--- src/rtl/counting_sched_pkg.sv ---
// Shared types and the pure detector transition for counting_sched.
// Optional build macro: COUNTING_REARM_EN (HIT re-arms on the next accepted symbol).
package counting_pkg;

  typedef enum logic [1:0] {
    ST_IDLE = 2'd0,
    ST_S1   = 2'd1,
    ST_S12  = 2'd2,
    ST_HIT  = 2'd3
  } cnt_state_t;

  localparam logic [1:0] SYM_0 = 2'd0;
  localparam logic [1:0] SYM_1 = 2'd1;
  localparam logic [1:0] SYM_2 = 2'd2;
  localparam logic [1:0] SYM_3 = 2'd3;

  // Detects the symbol sequence 1,2,{0|3}; a repeated 1 restarts the match.
  function automatic cnt_state_t cnt_next(input cnt_state_t state, input logic [1:0] sym);
    cnt_state_t nxt;
    nxt = ST_IDLE;
    case (state)
      ST_IDLE: nxt = (sym == SYM_1) ? ST_S1 : ST_IDLE;
      ST_S1: begin
        if (sym == SYM_1)      nxt = ST_S1;
        else if (sym == SYM_2) nxt = ST_S12;
        else                   nxt = ST_IDLE;
      end
      ST_S12: begin
        if (sym == SYM_1)      nxt = ST_S1;
        else if (sym == SYM_2) nxt = ST_IDLE;
        else                   nxt = ST_HIT;
      end
      ST_HIT: begin
`ifdef COUNTING_REARM_EN
        nxt = (sym == SYM_1) ? ST_S1 : ST_IDLE;
`else
        nxt = ST_HIT;
`endif
      end
      default: nxt = ST_IDLE;
    endcase
    return nxt;
  endfunction

endpackage

--- src/rtl/counting_sched_if.sv ---
// Symbol request / grant / status bundle between the symbol sources and counting_sched.
interface counting_sched_if #(
  parameter int NCH = 4,
  parameter int IDW = 2
);
  logic [NCH-1:0]   req_valid;
  logic [2*NCH-1:0] req_sym;
  logic [NCH-1:0]   req_ready;
  logic [NCH-1:0]   clr;
  logic [NCH-1:0]   hit;
  logic             grant_valid;
  logic [IDW-1:0]   grant_id;
  logic             busy;

  modport master (
    output req_valid, req_sym, clr,
    input  req_ready, hit, grant_valid, grant_id, busy
  );

  modport slave (
    input  req_valid, req_sym, clr,
    output req_ready, hit, grant_valid, grant_id, busy
  );
endinterface

--- src/rtl/counting_sched_rr_arb.sv ---
// Round-robin arbiter: first requester at or after ptr (wrapping) wins, one-hot grant plus index.
module rr_arb #(
  parameter int NCH = 4,
  parameter int IDW = 2
) (
  input  logic [NCH-1:0] req,
  input  logic [IDW-1:0] ptr,
  output logic [NCH-1:0] gnt,
  output logic [IDW-1:0] gnt_id,
  output logic           gnt_valid
);

  int             sum;
  logic [IDW-1:0] idx;

  always_comb begin
    gnt       = '0;
    gnt_id    = '0;
    gnt_valid = 1'b0;
    sum       = 0;
    idx       = '0;
    for (int off = 0; off < NCH; off++) begin
      sum = int'(ptr) + off;
      idx = IDW'(sum % NCH);
      if (!gnt_valid && req[idx]) begin
        gnt_valid = 1'b1;
        gnt[idx]  = 1'b1;
        gnt_id    = idx;
      end
    end
  end

endmodule

--- src/rtl/counting_sched.sv ---
// Time-multiplexed 3-symbol pattern detector over NCH channels with round-robin symbol acceptance.
// Optional build macro: COUNTING_REARM_EN (see counting_pkg::cnt_next).
module counting_sched
  import counting_pkg::*;
#(
  parameter int NCH = 4,
  parameter int IDW = 2
) (
  input logic             clk,
  input logic             rst_n,
  counting_sched_if.slave bus
);

  cnt_state_t     state_q [NCH];
  cnt_state_t     state_d [NCH];
  logic [IDW-1:0] ptr_q, ptr_d;
  logic           busy_q, busy_d;

  logic [NCH-1:0] arb_req, arb_gnt;
  logic [IDW-1:0] arb_id;
  logic           arb_valid;

  // Cleared channels sit out arbitration so the clear wins and the symbol stays pending.
  assign arb_req = bus.req_valid & ~bus.clr;

  rr_arb #(.NCH(NCH), .IDW(IDW)) u_arb (
    .req       (arb_req),
    .ptr       (ptr_q),
    .gnt       (arb_gnt),
    .gnt_id    (arb_id),
    .gnt_valid (arb_valid)
  );

  always_ff @(posedge clk or negedge rst_n) begin
    if (!rst_n) begin
      for (int i = 0; i < NCH; i++) state_q[i] <= ST_IDLE;
      ptr_q  <= '0;
      busy_q <= 1'b0;
    end else begin
      for (int i = 0; i < NCH; i++) state_q[i] <= state_d[i];
      ptr_q  <= ptr_d;
      busy_q <= busy_d;
    end
  end

  always_comb begin
    for (int i = 0; i < NCH; i++) begin
      state_d[i] = state_q[i];
      if (bus.clr[i])      state_d[i] = ST_IDLE;
      else if (arb_gnt[i]) state_d[i] = cnt_next(state_q[i], bus.req_sym[2*i +: 2]);
    end
    ptr_d = ptr_q;
    if (arb_valid) ptr_d = (arb_id == IDW'(NCH - 1)) ? '0 : arb_id + 1'b1;
    busy_d = |bus.req_valid;
  end

  always_comb begin
    bus.hit = '0;
    for (int i = 0; i < NCH; i++) bus.hit[i] = (state_q[i] == ST_HIT);
    bus.req_ready   = arb_gnt;
    bus.grant_valid = arb_valid;
    bus.grant_id    = arb_id;
    bus.busy        = busy_q;
  end

endmodule

--- src/flat_wrapper.sv ---
// flat-port wrapper written by rule: the top's interface ports become plain ports
module counting_sched_flat import counting_pkg::*;
#(
  parameter int NCH = 4,
  parameter int IDW = 2
)
  (clk, rst_n, bus_req_valid, bus_req_sym, bus_clr, bus_req_ready, bus_hit, bus_grant_valid, bus_grant_id, bus_busy);
  counting_sched_if #(.NCH(NCH), .IDW(IDW)) bus_i ();
  input logic clk;
  input logic rst_n;
  input wire logic [$bits(bus_i.req_valid)-1:0] bus_req_valid;
  input wire logic [$bits(bus_i.req_sym)-1:0] bus_req_sym;
  input wire logic [$bits(bus_i.clr)-1:0] bus_clr;
  output wire logic [$bits(bus_i.req_ready)-1:0] bus_req_ready;
  output wire logic [$bits(bus_i.hit)-1:0] bus_hit;
  output wire logic [$bits(bus_i.grant_valid)-1:0] bus_grant_valid;
  output wire logic [$bits(bus_i.grant_id)-1:0] bus_grant_id;
  output wire logic [$bits(bus_i.busy)-1:0] bus_busy;
  assign bus_i.req_valid = bus_req_valid;
  assign bus_i.req_sym = bus_req_sym;
  assign bus_i.clr = bus_clr;
  assign bus_req_ready = bus_i.req_ready;
  assign bus_hit = bus_i.hit;
  assign bus_grant_valid = bus_i.grant_valid;
  assign bus_grant_id = bus_i.grant_id;
  assign bus_busy = bus_i.busy;
  counting_sched #(.NCH(NCH), .IDW(IDW)) u_core (.clk(clk), .rst_n(rst_n), .bus(bus_i));
endmodule
--- config.mk ---
export PLATFORM = sky130hd
export DESIGN_NAME = counting_sched_flat
export DESIGN_NICKNAME = d
export VERILOG_FILES = /design/src/rtl/counting_sched_pkg.sv /design/src/rtl/counting_sched_if.sv /design/src/rtl/counting_sched_rr_arb.sv /design/src/rtl/counting_sched.sv /design/src/flat_wrapper.sv
export SDC_FILE = /design/constraint.sdc
export NUM_CORES = 1
export LEC_CHECK = 0
export ABC_CLOCK_PERIOD_IN_PS = 3400
export BUFFER_PORTS_ARGS = -buffer_cell sky130_fd_sc_hd__buf_2
export CAP_MARGIN = 10
export CORE_ASPECT_RATIO = 0.75
export CORE_UTILIZATION = 37
export DETAILED_ROUTE_END_ITERATION = 7
export SYNTH_ARGS = -nofsm -noshare
export SYNTH_HDL_FRONTEND = slang
export SYNTH_HIERARCHICAL = 1
export SYNTH_SLANG_ARGS = --single-unit
--- constraint.sdc ---
create_clock -name clk -period 3.4 [get_ports clk]
set_input_delay 0.51 -clock clk [delete_from_list [all_inputs] [get_ports clk]]
set_output_delay 0.51 -clock clk [all_outputs]
set_load 0.05 [all_outputs]
==> results.py <==
metrics = {
    "status": {
        "status": "completed",
    },
    "placed_design": {
        "globalplace.congestion": 0.8454,
        "port-buffer-count": 29,
        "place_ws_ps": 322.4,
        "hpwl_um": 2142,
    },
    "grt": {
        "antenna_found_initial": 0,
        "grt_usage_pct": 17.29,
        "grt_pass1_vias": 1009,
        "grt_pass1_wl_um": 4353,
        "overflow": 0,
        "grt_max_degree": 14,
    },
    "sta": {
        "slew_headroom_pct": 72.47,
        "max_freq_ghz": 0.3076,
        "rsz0062_at_grt": "no",
        "fin_worst_skew_ps": 5.746,
        "final.setup.tns_ps": 0,
        "tightest_slew_ps": 410.2,
        "layout_setup_ws_ps": 148.6,
        "final_max_slew_viol_count": 0,
        "min_period_ps": 3251,
        "finalSetupViolations": 0,
        "hold_violations": 0,
        "holdWs_ps": 130.6,
        "fin_crit_sh_pct": 95.63,
    },
    "yosys": {
        "yosys_warnings": 6,
        "seq_area_frac_synth_pct": 22.96,
        "synthArstFlopShare_pct": 100.0,
        "syn-cell-area_um2": 1199,
        "syn-num-nets": 157,
        "synth.avg_cell_area_um2": 9.906,
        "synth_cells": 121,
        "synth_edf_count": 0,
        "synthFlopType": "dfrtp_1",
        "synth_seq_cells": 11,
        "synth.distinct_cells": 32,
        "synth.area.top_cells": "dfrtp_1 23%, ha_1 19%, a22oi_1 5.0%, inv_1 5.0%, mux4_1 4.4%",
        "synth_top_area_cell": "dfrtp_1",
        "synthDominantCellAreaShare_pct": 22.96,
    },
    "layout": {
        "drive_gt1_share_pct": 32.68,
        "multi_input_area_um2": 845.8,
        "fillers": 285,
        "fin_nets": 190,
        "n_antenna_cell": 0,
        "seqCellArea_um2": 275.3,
        "syn_to_final_growth_pct": 19.83,
    },
    "route": {
        "drtAntennaViolNets": 0,
        "drtIter0Drc": 35,
        "drt-vias-per-instance": 5.492,
        "routedWlPerCell_um": 13.86,
        "first_pass_iters": 4,
        "wl_um": 2647,
        "remaining_drc_errors": 0,
        "vias": 1049,
    },
    "critical_path": {
        "path_buf_inv": 2,
        "critPathMaxFanout": 10,
        "cpPeakStageDelay_ps": 450,
        "crit_path_cell_trace": "inv_1, ha_1, mux4_2, nor4b_4, a22oi_1, o21ai_1, buf_2",
        "crit_required_ps": 2890,
        "cp-start-kind": "register",
        "r2r-start": "u_core/ptr_q[0]$_DFFE_PN0P_",
        "critical_path_arrival_ps": 2740,
        "regToRegEndpoint": "u_core/ptr_q[1]$_DFFE_PN0P_",
        "path_class": "register to output pin",
        "cp_slowest_cell": "mux4_2",
        "startpoint": "u_core/ptr_q[0]$_DFFE_PN0P_",
        "worstSetupEndpointType": "output pin",
        "reg2reg_slack_ps": 650,
        "cp_top_family": "multiplexers",
        "ff2ff_path_depth": 8,
    },
    "clocking": {
        "cts_tree": "built",
        "clock-sinks": 11,
        "clk_latency_ps": 250,
        "cts_buffers": 3,
        "clk_pin_slew_worst_paths_ps": 50,
        "clockBufferDepth": 2,
        "cts-root-buf": "clkbuf_8",
        "htree_levels": 1,
    },
    "run": {
        "max-cap-violations": 0,
    },
    "power": {
        "irDropWorstVdd_uv": 366.2,
        "pwr_density_cell_nw_per_um2": 923.5,
        "p_leak_nw": 0.6859,
    },
    "floorplanning": {
        "dieArea_um2": 3473,
        "num_rows": 17,
        "dieHeight_um": 51.29,
        "die_w_um": 67.72,
        "io_pins": 30,
        "core-area_um2": 3020,
        "start_util_pct": 39.69,
    },
    "worst_hold_path": {
        "hold_path_class": "primary input to async pin",
    },
}
## cells in the mapped netlist (4+ instances only)
library cell / n
o21ai_0: 5
nor2b_1: 4
a21oi_1: 5
nor2_1: 12
dfrtp_1: 11
ha_1: 18
a22oi_1: 8
mux2_2: 4
inv_1: 16
and2_1: 4
## placed cells by master (no fill, tap or decap)
cell type  instances
nor3b_1            3
dfrtp_1           11
nor2b_1            4
ha_1              18
mux4_1             2
and2_1             4
nand2_1            1
or4_1              1
nor4b_4            1
a2111oi_2          3
o211ai_1           1
mux4_2             2
nor2_1            12
and2b_2            1
a22oi_1            8
inv_1             16
clkbuf_8           3
buf_2             28
a221oi_2           2
a32o_1             1
mux2_2             4
o21ai_2            1
o31ai_2            1
nor4_1             2
clkbuf_4           1
a21oi_1            5
a211oi_1           2
a21bo_2            1
o311ai_0           1
clkbuf_1           1
o21ai_1            3
buf_4              2
nor3_1             1
a21bo_1            3
nand2b_1           1
mux2i_1            1
o21ai_0            1
## worst max path at each step
stage / cells past startpoint / endpoint
after floorplan: 10 / u_core/state_q[1]$_DFFE_PN0P_
after global placement: 7 / bus_req_ready[1]
after detailed placement: 7 / bus_req_ready[1]
after CTS: 7 / bus_req_ready[1]
after global routing: 7 / bus_req_ready[1]
final: 7 / bus_req_ready[1]
## routing by layer
layer  global-route usage (%)  share of wire [%]  wire (um)
met3                    5.580                5.7        151
met2                    27.56                 48       1280
met1                    21.20                 45       1181
met5                        0                  0          0
met4                    7.092                1.3         34
## flip-flops by register name, indices dropped and copies added (netlist names)
| register | cells |
|---|---|
| u_core/bus.busy | 1 |
| u_core/ptr_q | 2 |
| u_core/state_q | 8 |
## kinds of logic (layout without fill, tap and decap cells)
family / after synthesis / in the layout / share of synthesized area (%)
multiplexers: 9 / 9 / 12.73
adder cells (fa/ha/maj): 18 / 18 / 18.79
buffers and inverters: 19 / 51 / 7.202
flip-flops: 11 / 11 / 22.96
AND/OR/NAND/NOR: 31 / 31 / 15.45
AO/OA/AOI/OAI: 33 / 33 / 22.86
## area by class of cell
class                           instances  share of cell area [%]
Clock buffer                            4                   3.136
Timing Repair Buffer                   31                   11.32
Tap cell                               38                   3.310
Multi-Input combinational cell         91                   58.88
Inverter                               16                   4.181
Sequential cell                        11                   19.16
## what timing repair did
action                     in CTS  in global routing
buffers inserted                0                  0
hold buffers                    0                  0
resized for setup               0                  2
setup endpoints to repair       0                  1
## report_power, final
part | total [mW] | internal, mW | switching (mW)
clock | 0.135 | 0.0826 | 0.0523
combinational | 0.994 | 0.356 | 0.638
sequential | 0.197 | 0.166 | 0.0311
total | 1.33 | 0.605 | 0.722
## through the flow
stage	utilization [%]	power, mW	cells	cell area, um^2
finish	47.56	1.326	191	1436
global route	47.56	1.409	191	1436
CTS	47.35	1.315	191	1430
detailed placement	45.86	1.176	187	1385
global placement	45.86	1.161	187	1385
floorplan	-	1.005	121	1204
Note: power is estimated with default switching activity, not from simulation.
